===== src/rtl/vx_writeback_arb_pkg.sv =====
// Shared writeback types and widths for the writeback arbiter slice.
// Field widths mirror the GPU-wide configuration; THREAD_CNT must equal NUM_THREADS.
package vx_writeback_arb_pkg;
  localparam int NUM_THREADS   = 4;
  localparam int UUID_WIDTH    = 8;
  localparam int NW_BITS       = 2;
  localparam int NR_BITS       = 5;
  localparam int XLEN          = 32;
  localparam int PERF_CTR_BITS = 44;

  typedef struct packed {
    logic [UUID_WIDTH-1:0]               uuid;
    logic [NW_BITS-1:0]                  wid;
    logic [NUM_THREADS-1:0]              tmask;
    logic [XLEN-1:0]                     pc;
    logic                                wb;
    logic [NR_BITS-1:0]                  rd;
    logic [NUM_THREADS-1:0][XLEN-1:0]    data;
    logic                                eop;
  } wb_data_t;

  // Round-robin successor with wrap from n-1 back to 0.
  function automatic int rr_next(input int idx, input int n);
    return (idx + 1 >= n) ? 0 : idx + 1;
  endfunction
endpackage


===== src/rtl/vx_writeback_arb_if.sv =====
// Result-source and writeback bundle between execute units and the writeback arbiter.
interface vx_writeback_arb_if
  import vx_writeback_arb_pkg::*;
#(
  parameter int NUM_SRCS = 3
);
  logic [NUM_SRCS-1:0]   src_valid;
  logic [NUM_SRCS-1:0]   src_ready;
  wb_data_t [NUM_SRCS-1:0] src_data;
  logic                  wb_valid;
  wb_data_t              wb_data;
  logic                  commit_valid;
  logic                  commit_ready;

  modport slave  (input  src_valid, src_data,
                  output src_ready, wb_valid, wb_data, commit_valid, commit_ready);
  modport master (output src_valid, src_data,
                  input  src_ready, wb_valid, wb_data, commit_valid, commit_ready);
endinterface


===== src/rtl/vx_writeback_arb_rr_arbiter.sv =====
// Round-robin selector with grant lock; ptr always holds the last granted source,
// so while locked the locked source is simply ptr.
module vx_wb_rr_arbiter
  import vx_writeback_arb_pkg::*;
#(
  parameter int N = 3
) (
  input  logic         clk,
  input  logic         reset,
  input  logic [N-1:0] req,
  input  logic         lock,
  output logic [N-1:0] grant
);
  localparam int PW = (N > 1) ? $clog2(N) : 1;

  logic [PW-1:0] ptr;
  logic [PW-1:0] sel;
  logic [PW-1:0] gidx;
  logic          found;
  int            scan;

  always_comb begin
    grant = '0;
    found = 1'b0;
    scan  = int'(ptr);
    sel   = ptr;
    if (lock) begin
      grant[ptr] = req[ptr];
    end else begin
      for (int k = 0; k < N; k++) begin
        scan = rr_next(scan, N);
        sel  = PW'(scan);
        if (req[sel] && !found) begin
          grant[sel] = 1'b1;
          found      = 1'b1;
        end
      end
    end
  end

  always_comb begin
    gidx = ptr;
    for (int i = 0; i < N; i++)
      if (grant[i]) gidx = PW'(i);
  end

  always_ff @(posedge clk) begin
    if (reset)       ptr <= PW'(N - 1);
    else if (|grant) ptr <= gidx;
  end
endmodule


===== src/rtl/vx_writeback_arb.sv =====
// Writeback arbiter: one result packet per cycle from NUM_SRCS execute units, registered
// to the regfile writeback port. Optional stall counter under WB_ARB_PERF_EN.
module vx_writeback_arb
  import vx_writeback_arb_pkg::*;
#(
  parameter int NUM_SRCS   = 3,
  parameter int THREAD_CNT = NUM_THREADS,
  parameter int CORE_ID    = 0
) (
  input  logic                     clk,
  input  logic                     reset,
  vx_writeback_arb_if.slave        bus
`ifdef WB_ARB_PERF_EN
  ,
  output logic [PERF_CTR_BITS-1:0] perf_stalls
`endif
);
  if (THREAD_CNT != NUM_THREADS) begin : g_bad_thread_cnt
    $error("THREAD_CNT must match the packet lane count");
  end
  if (CORE_ID < 0) begin : g_bad_core_id
    $error("CORE_ID must be non-negative");
  end

  logic [NUM_SRCS-1:0] grant;
  logic                locked;
  logic                fire;
  wb_data_t            sel_data;
  logic                wb_valid_r;
  logic                commit_valid_r;
  wb_data_t            wb_data_r;

  vx_wb_rr_arbiter #(.N(NUM_SRCS)) u_arb (
    .clk   (clk),
    .reset (reset),
    .req   (bus.src_valid),
    .lock  (locked),
    .grant (grant)
  );

  // grant is already masked by valid, so any grant bit is a handshake.
  assign bus.src_ready = grant;
  assign fire          = |grant;

  always_comb begin
    sel_data = '0;
    for (int i = 0; i < NUM_SRCS; i++)
      if (grant[i]) sel_data = bus.src_data[i];
  end

  always_ff @(posedge clk) begin
    if (reset) begin
      locked         <= 1'b0;
      wb_valid_r     <= 1'b0;
      commit_valid_r <= 1'b0;
      wb_data_r      <= '0;
    end else begin
      wb_valid_r     <= fire && sel_data.wb;
      commit_valid_r <= fire && sel_data.eop;
      if (fire)                locked    <= ~sel_data.eop;
      // Data only moves on real writebacks so idle cycles don't toggle the bus.
      if (fire && sel_data.wb) wb_data_r <= sel_data;
    end
  end

  assign bus.wb_valid     = wb_valid_r;
  assign bus.wb_data      = wb_data_r;
  assign bus.commit_valid = commit_valid_r;
  assign bus.commit_ready = 1'b1;

`ifdef WB_ARB_PERF_EN
  always_ff @(posedge clk) begin
    if (reset)                                perf_stalls <= '0;
    else if (|(bus.src_valid & ~bus.src_ready)) perf_stalls <= perf_stalls + 1'b1;
  end
`endif
endmodule


===== src/flat_wrapper.sv =====
// flat-port wrapper written by rule: the top's interface ports become plain ports
module vx_writeback_arb_flat import vx_writeback_arb_pkg::*;
#(
  parameter int NUM_SRCS   = 3,
  parameter int THREAD_CNT = NUM_THREADS,
  parameter int CORE_ID    = 0
)
  (clk, reset, bus_src_valid, bus_src_data, bus_src_ready, bus_wb_valid, bus_wb_data, bus_commit_valid, bus_commit_ready);
  vx_writeback_arb_if #(.NUM_SRCS(NUM_SRCS)) bus_i ();
  input  logic clk;
  input  logic reset;
  input wire logic [$bits(bus_i.src_valid)-1:0] bus_src_valid;
  input wire logic [$bits(bus_i.src_data)-1:0] bus_src_data;
  output wire logic [$bits(bus_i.src_ready)-1:0] bus_src_ready;
  output wire logic [$bits(bus_i.wb_valid)-1:0] bus_wb_valid;
  output wire logic [$bits(bus_i.wb_data)-1:0] bus_wb_data;
  output wire logic [$bits(bus_i.commit_valid)-1:0] bus_commit_valid;
  output wire logic [$bits(bus_i.commit_ready)-1:0] bus_commit_ready;
  assign bus_i.src_valid = bus_src_valid;
  assign bus_i.src_data = bus_src_data;
  assign bus_src_ready = bus_i.src_ready;
  assign bus_wb_valid = bus_i.wb_valid;
  assign bus_wb_data = bus_i.wb_data;
  assign bus_commit_valid = bus_i.commit_valid;
  assign bus_commit_ready = bus_i.commit_ready;
  vx_writeback_arb #(.NUM_SRCS(NUM_SRCS), .THREAD_CNT(THREAD_CNT), .CORE_ID(CORE_ID)) u_core (.clk(clk), .reset(reset), .bus(bus_i));
endmodule

===== config.mk =====
export PLATFORM = sky130hd
export DESIGN_NAME = vx_writeback_arb_flat
export DESIGN_NICKNAME = d
export VERILOG_FILES = /design/src/rtl/vx_writeback_arb_pkg.sv /design/src/rtl/vx_writeback_arb_if.sv /design/src/rtl/vx_writeback_arb_rr_arbiter.sv /design/src/rtl/vx_writeback_arb.sv /design/src/flat_wrapper.sv
export SDC_FILE = /design/constraint.sdc
export NUM_CORES = 1
export LEC_CHECK = 0
export BUFFER_PORTS_ARGS = -buffer_cell sky130_fd_sc_hd__buf_2
export CAP_MARGIN = 20
export CORE_AREA = 2 2 289 291
export DETAILED_ROUTE_END_ITERATION = 6
export DIE_AREA = 0 0 291 293
export MAX_ROUTING_LAYER = met4
export PLACE_DENSITY = 0.44
export SLEW_MARGIN = 10
export SYNTH_ARGS = -nofsm -noshare
export SYNTH_HDL_FRONTEND = slang
export SYNTH_HIERARCHICAL = 1
export SYNTH_SLANG_ARGS = --single-unit

===== constraint.sdc =====
create_clock -name clk -period 5.7 [get_ports clk]
set_input_delay 0.57 -clock clk [delete_from_list [all_inputs] [get_ports clk]]
set_output_delay 0.57 -clock clk [all_outputs]
set_load 0.05 [all_outputs]

Yosys cells after proc, flatten, opt, wreduce, memory -nomap -nowiden --
Cells that the tools add are included.
Storage, ports and cells: register bits 186, bits of input ports 548, output and inout bits 187, logic and storage cells 81
Operators by class: $add $sub $neg 3, order comparisons 11, multiplexer cells 35, bitwise gates (word level) 4, reduce and logical (&&, ||, !) cells 13
Operator list (number):
- 181-bit 2-to-1 mux | 3
- 32-bit by 3-bit greater-or-equal comparator with 1-bit output (second input constant) | 2
- 3-bit 2-to-1 mux | 7
- 2-bit by 3-bit < comparator with 1-bit output (second input constant) | 4
- 1-bit 2-to-1 mux | 12
- 1-bit binary-select mux with 2-bit select | 4
- 1-bit demux with 2-bit select | 4
- 2-bit by 1-bit greater-or-equal comparator with 1-bit output (second input constant) | 4
- 1-bit logical AND | 8
- 2-bit 2-to-1 mux | 4
- 3-bit OR | 2
- 4-bit by 1-bit adder with 5-bit output (second input constant) | 1
- 5-bit by 2-bit greater-or-equal comparator with 1-bit output (second input constant) | 1
- 3-bit by 1-bit adder with 4-bit output (second input constant) | 1
- 4-bit 2-to-1 mux | 1
- 2-bit by 1-bit adder with 3-bit output (second input constant) | 1
- 3-bit bitwise AND | 1
- 3-bit nonzero test | 1
- 3-bit OR reduction | 1
- 1-bit zero test | 2
- 2-bit AND reduction | 1
- 1-bit NOT | 1

Logic depth before layout (Yosys ltp) --
depth after elaboration 20, mapped depth 10, mapped depth without buffers 6

Hierarchy --
Netlist, hierarchy kept.
By module, submodules not included:
- vx_writeback_arb | instances 1, cells each 1438, area each 11772.5 um^2, seq. area each 3683.5 um^2
- vx_wb_rr_arbiter | instances 1, cells each 24, area each 196.4 um^2, seq. area each 40.0 um^2

Worst setup path before layout --
OpenSTA, ideal clock, no wires.
kind register to register, start register u_core.u_arb.ptr[0], end register u_core.wb_data_r (netlist bit u_core/bus.wb_data[10]), setup time 72 ps, arrival 2254 ps, required time 5628 ps, slack 3375 ps, cell stages (with the launch flop) 10, path buffers 3, period minus slack after synthesis 2325 ps, path through dfxtp_1 -> and2b_1 -> nor3b_1 -> a32o_1 -> buf_6 -> buf_4 -> buf_2 -> a21oi_1 -> a221o_1 -> mux2i_1
Between the ends: elaborated cells on any way between the ends 59, classes of those cells add/sub (3); order compare (11); mux (32); bitwise (3); reduce/logical (10)
RTL lines:
- start: declaration | RTL line vx_writeback_arb_rr_arbiter.sv:16 | logic [PW-1:0] ptr;
- start signal: assignment | RTL line vx_writeback_arb_rr_arbiter.sv:48 | if (reset) ptr <= PW'(N - 1);
- start signal: assignment | RTL line vx_writeback_arb_rr_arbiter.sv:49 | else if (|grant) ptr <= gidx;
- 2-bit by 1-bit adder with 3-bit output | RTL line vx_writeback_arb_pkg.sv:24 | return (idx + 1 >= n) ? 0 : idx + 1;
- 32-bit by 3-bit greater-or-equal comparator with 1-bit output | RTL line vx_writeback_arb_pkg.sv:24
- 3-bit 2-to-1 mux | RTL line vx_writeback_arb_pkg.sv:24
- 3-bit by 1-bit adder with 4-bit output | RTL line vx_writeback_arb_pkg.sv:24
- 32-bit by 3-bit greater-or-equal comparator with 1-bit output | RTL line vx_writeback_arb_pkg.sv:24
- 4-bit 2-to-1 mux | RTL line vx_writeback_arb_pkg.sv:24
- 4-bit by 1-bit adder with 5-bit output (tied with other cells) | RTL line vx_writeback_arb_pkg.sv:24
- 5-bit by 2-bit greater-or-equal comparator with 1-bit output or 1-bit logical AND (tied branches) | RTL line vx_writeback_arb_pkg.sv:24, vx_writeback_arb_rr_arbiter.sv:34
- [... 3 more ...]
- 1-bit 2-to-1 mux (not written as such) or 3-bit 2-to-1 mux (tied branches) | RTL line vx_writeback_arb_rr_arbiter.sv:34, vx_writeback_arb_rr_arbiter.sv:33
- 1-bit demux with 2-bit select or 3-bit 2-to-1 mux (tied branches) | RTL line vx_writeback_arb_rr_arbiter.sv:34, vx_writeback_arb_rr_arbiter.sv:27
- 3-bit OR (no source line)
- 3-bit 2-to-1 mux | RTL line vx_writeback_arb_rr_arbiter.sv:33 | if (req[sel] && !found) begin
- 3-bit 2-to-1 mux (*) | RTL line vx_writeback_arb_rr_arbiter.sv:27 | if (lock) begin
- named net bus_src_ready[1] | RTL line flat_wrapper.sv:14 | output wire logic [$bits(bus_i.src_ready)-1:0] bus_src_ready;
- 181-bit 2-to-1 mux (2 in a row) | RTL line vx_writeback_arb.sv:48 | if (grant[i]) sel_data = bus.src_data[i];
- 1-bit logical AND | RTL line vx_writeback_arb.sv:62 | if (fire && sel_data.wb) wb_data_r <= sel_data;
- end signal: assignment | RTL line vx_writeback_arb.sv:62
- end: declaration | RTL line vx_writeback_arb.sv:31 | wb_data_t wb_data_r;
The timed path passes the listed nets; every way through them passes the cells marked *. The select of a mux whose other input is x is not followed. A chain may end at the register's enable or synchronous reset.

Final worst setup path --
start register u_core.u_arb.ptr[0], end output port bus_src_ready[1]
Between the ends: word-level cells in the longest chain between the ends 16, elaborated cells on any way between the ends 54, classes of those cells add/sub (3); order compare (11); mux (29); bitwise (3); reduce/logical (8)
Ends and longest elaborated chain:
- 2-bit by 1-bit adder with 3-bit output | RTL line vx_writeback_arb_pkg.sv:24
- 32-bit by 3-bit greater-or-equal comparator with 1-bit output | RTL line vx_writeback_arb_pkg.sv:24
- 3-bit 2-to-1 mux | RTL line vx_writeback_arb_pkg.sv:24
- 3-bit by 1-bit adder with 4-bit output | RTL line vx_writeback_arb_pkg.sv:24
- 32-bit by 3-bit greater-or-equal comparator with 1-bit output | RTL line vx_writeback_arb_pkg.sv:24
- 4-bit 2-to-1 mux | RTL line vx_writeback_arb_pkg.sv:24
- 4-bit by 1-bit adder with 5-bit output (tied with other cells) | RTL line vx_writeback_arb_pkg.sv:24
- 5-bit by 2-bit greater-or-equal comparator with 1-bit output or 1-bit logical AND (tied branches) | RTL line vx_writeback_arb_pkg.sv:24, vx_writeback_arb_rr_arbiter.sv:34
- 2-bit 2-to-1 mux or 1-bit 2-to-1 mux (tied branches) | RTL line vx_writeback_arb_pkg.sv:24, vx_writeback_arb_rr_arbiter.sv:34
- 2-bit by 3-bit < comparator with 1-bit output (not written as such) (tied with other cells) | RTL line vx_writeback_arb_rr_arbiter.sv:34 | grant[sel] = 1'b1;
- 1-bit logical AND (not written as such) or 3-bit OR (tied branches)
- 1-bit 2-to-1 mux (not written as such) or 3-bit 2-to-1 mux (tied branches) | RTL line vx_writeback_arb_rr_arbiter.sv:34, vx_writeback_arb_rr_arbiter.sv:33
- 1-bit demux with 2-bit select or 3-bit 2-to-1 mux (tied branches) | RTL line vx_writeback_arb_rr_arbiter.sv:34, vx_writeback_arb_rr_arbiter.sv:27
- 3-bit OR (no source line)
- 3-bit 2-to-1 mux | RTL line vx_writeback_arb_rr_arbiter.sv:33
- 3-bit 2-to-1 mux (*) | RTL line vx_writeback_arb_rr_arbiter.sv:27
- end: declaration | RTL line flat_wrapper.sv:14
Mark *: on every way between the ends. The rest lies on a longest branch, timed or not. The select of a mux whose other input is x is not followed.

==> results.yml <==
clocking:
  clk_pin_slew_worst_paths_ps: 90
  cts_root_buffer: "clkbuf_16"
  clk_path_buf_depth: 2
  ctsHoldBuffers: 0
  cts_inserted_buffers: 17
  post_cts_resized: 0
  postCtsSetupRepairBufs: 0
  cts_tree: "done"
  insertion_delay_ps: 490
  h-tree-depth: 4
  cts_sinks: 186
layout:
  nNetsFinal: 2612
  drive_gt1_frac: 0.377
  syn2layout_area_growth_pct: 42.3
  ff_latch_area_sq_um: 3720
  nFillCells: 9281
  stdcell_count: 3158
  multiInputGateArea_sq_um: 6780
timing:
  setup_violations: 0
  rsz0062_at_grt: "false"
  hold_violations: 0
  maxSlewHeadroom: 0.289
  fin_ws_ps: 2260
  min_period_over_period: 0.603
  skew_ps: 16.3
  fmax_ghz: 0.291
  worst_slew_pin_slew_ps: 1070
  finalSetupTns_ps: 0
  period_needed_ps: 3440
  slew_viol_final: 0
global_routing:
  grt_antenna_before_repair: 15
  grt_overflow_total: 0
  grt_pass1_vias: 13100
  grt_usage: 0.128
  grt_max_degree: 199
  grt_pass1_wl_um: 81300
floorplanning:
  num_rows: 105
  fp.dieW_um: 291
  core_area_sq_um: 81800
  start_util: 0.146
  die_area_sq_um: 85300
  fp.dieH_um: 293
  ios: 735
logic_synthesis:
  synth_cell_type_count: 35
  yosys.area_share.xor_xnor: 0
  synthAdderAreaFrac: 0
  syn-cell-area_sq_um: 12000
  seq_area_frac_synth: 0.311
  synthCells: 1462
  synth.largest_area_cell: "dfxtp_1"
  synth_compound_area_frac: 0.236
  synth.area.top_cells: "dfxtp_1, mux2i_1, a221o_1"
  synthSimpleGateAreaFrac: 0.177
  synth_top_family_by_area: "compound AO/OA/AOI/OAI gates"
  synth_edf_count: 0
  ys_ff_latch: 186
  ys_warn_count: 6
  syn_avg_cell_area_sq_um: 8.19
  ys_async_sr_fraction: 0
  yosys_most_used_dff: "dfxtp_1"
  synth_nets: 2010
  synth_top_cell_area_share: 0.311
  synthMuxAreaShare: 0.151
worst_setup_path:
  reg2reg_slack_ps: 2390
  regToRegEndpoint: "u_core/bus.wb_data[173]$_SDFFE_PP0P_"
  worst_ep_arrival_time_ps: 2870
  cp.buffers_inverters: 2
  crit_chain: "and2b_1 -> nor3b_1 -> a32o_4 -> buf_12 -> buf_2"
  reg2regPathDepth: 7
  crit_family: "buffers and inverters"
  cp-start-kind: "register"
  cpPeakStageDelay_ps: 590
  crit_slowest_cell: "a32o_4"
  worstPathMaxFanout: 198
  worst-setup-path-type: "reg -> out"
  crit_required_ps: 5130
  reg2reg_from: "u_core/u_arb/ptr[0]$_SDFFE_PP0P_"
  cp-end-kind: "output pin"
hold_path:
  hp-class: "in -> reg"
  hp-start: "bus_src_data[494]"
  min_to: "u_core/bus.wb_data[132]$_SDFFE_PP0P_"
  holdPathStages: 4
place:
  dp.cells: 3115
  place_congestion: 0.851
  portBuffers: 733
  dp_hpwl_um: 40300
  dp_worst_setup_slack_ps: 2290
detailed_routing:
  wl_um: 55200
  vias_per_cell: 4.18
  dr.pass1.iters: 5
  postRouteAntennaNets: 0
  avgRoutedWirePerCell_um: 17.5
  vias: 13200
  drcViolationCount: 0
  first_iter_violations: 643
power:
  p_leak_nw: 8.42
  powerDensity_nw_per_um2: 364
  irDropWorstVdd_v: 0.000229
run_status:
  status: "finished clean"
job:
  cap_violations: 0
layer usage:
metal | wire, um | track usage | up-vias
met5 | 0 | - | -
met4 | 1510 | 0.0511 | 0
met3 | 3420 | 0.0328 | 74
met2 | 27300 | 0.212 | 459
met1 | 23000 | 0.147 | 6242
li1 | - | - | 6420
cells by family after synthesis:
kind of cell	Yosys count
AO/OA/AOI/OAI	376
buffers and inverters	346
flip-flops	186
multiplexers	180
other	1
AND/OR/NAND/NOR	373
how the worst max path moves through the flow:
stage / startpoint / to / slack [ps] / depth (start not counted)
floorplan: u_core/u_arb/ptr[0]$_SDFFE_PP0P_ / u_core/bus.wb_data[10]$_SDFFE_PP0P_ / 3370 / 9
global placement: bus_src_valid[1] / u_core/bus.wb_data[99]$_SDFFE_PP0P_ / 2340 / 7
detailed placement: bus_src_valid[1] / u_core/bus.wb_data[14]$_SDFFE_PP0P_ / 2290 / 7
CTS: u_core/u_arb/ptr[0]$_SDFFE_PP0P_ / bus_src_ready[1] / 2130 / 5
global route: u_core/u_arb/ptr[0]$_SDFFE_PP0P_ / bus_src_ready[1] / 2000 / 5
finish: u_core/u_arb/ptr[0]$_SDFFE_PP0P_ / bus_src_ready[1] / 2260 / 5
layout by cell type, fill, tap and decap left out, types with 3 or more instances in the layout:
cell type,count
a21oi_1,183
a221o_1,179
buf_12,7
buf_2,732
buf_4,5
clkbuf_16,17
clkinv_8,6
dfxtp_1,186
diode_2,11
inv_1,183
inv_6,6
mux2i_1,180
nand2_1,180
nand3b_1,180
nor2_1,3
state kept, by name (all words and copies together) (netlist names):
signal	cells
u_core/bus.commit_valid	1
u_core/u_arb/ptr	2
u_core/bus.wb_valid	1
u_core/locked	1
u_core/bus.wb_data	181
through the flow:
| stage | utilization | power, mW | instance area, sq um | hold slack [ps] |
|---|---|---|---|---|
| after global placement | 0.200 | 4.97 | 16400 | 442 |
| after global routing | 0.208 | 6.56 | 17000 | 396 |
| after floorplan | - | 4.11 | 12000 | 549 |
| after CTS | 0.208 | 6.31 | 17000 | 379 |
| after detailed placement | 0.200 | 4.96 | 16400 | 448 |
| final | 0.208 | 6.19 | 17000 | 445 |
area by class of cell:
class,instances,share of cell area
Antenna cell,11,0.00162
Clock buffer,18,0.0258
Clock inverter,14,0.0101
Inverter,184,0.0409
Multi-Input combinational cell,930,0.398
Sequential cell,186,0.219
Tap cell,1070,0.0786
Timing Repair Buffer,745,0.226
where the power goes:
group,leakage [nW],total (mW),internal (mW),switching [mW]
clock,0.297,1.27,0.606,0.668
combinational,6.60,3.22,1.04,2.18
sequential,1.52,1.70,1.56,0.137
cells in the mapped netlist, drive strengths merged, types with 2 or more instances:
cell type    n
nand2b       2
clkbuf      76
o211ai       2
dfxtp      186
mux2i      180
nor2         3
o21ai        2
a221o      179
nand3b     180
a21oi      183
nand2      180
inv        184
buf         86
worst register-to-register path: cells and delay by family, from the launching register on:
kind / cells / cell delay (ps)
AOI/OAI and AO/OA: 2 / 1300
and+or+nand+nor: 3 / 710
buffers and inverters: 1 / 510
DFF: 1 / 410
muxes: 1 / 310
Power figures use the tool's default switching activity.
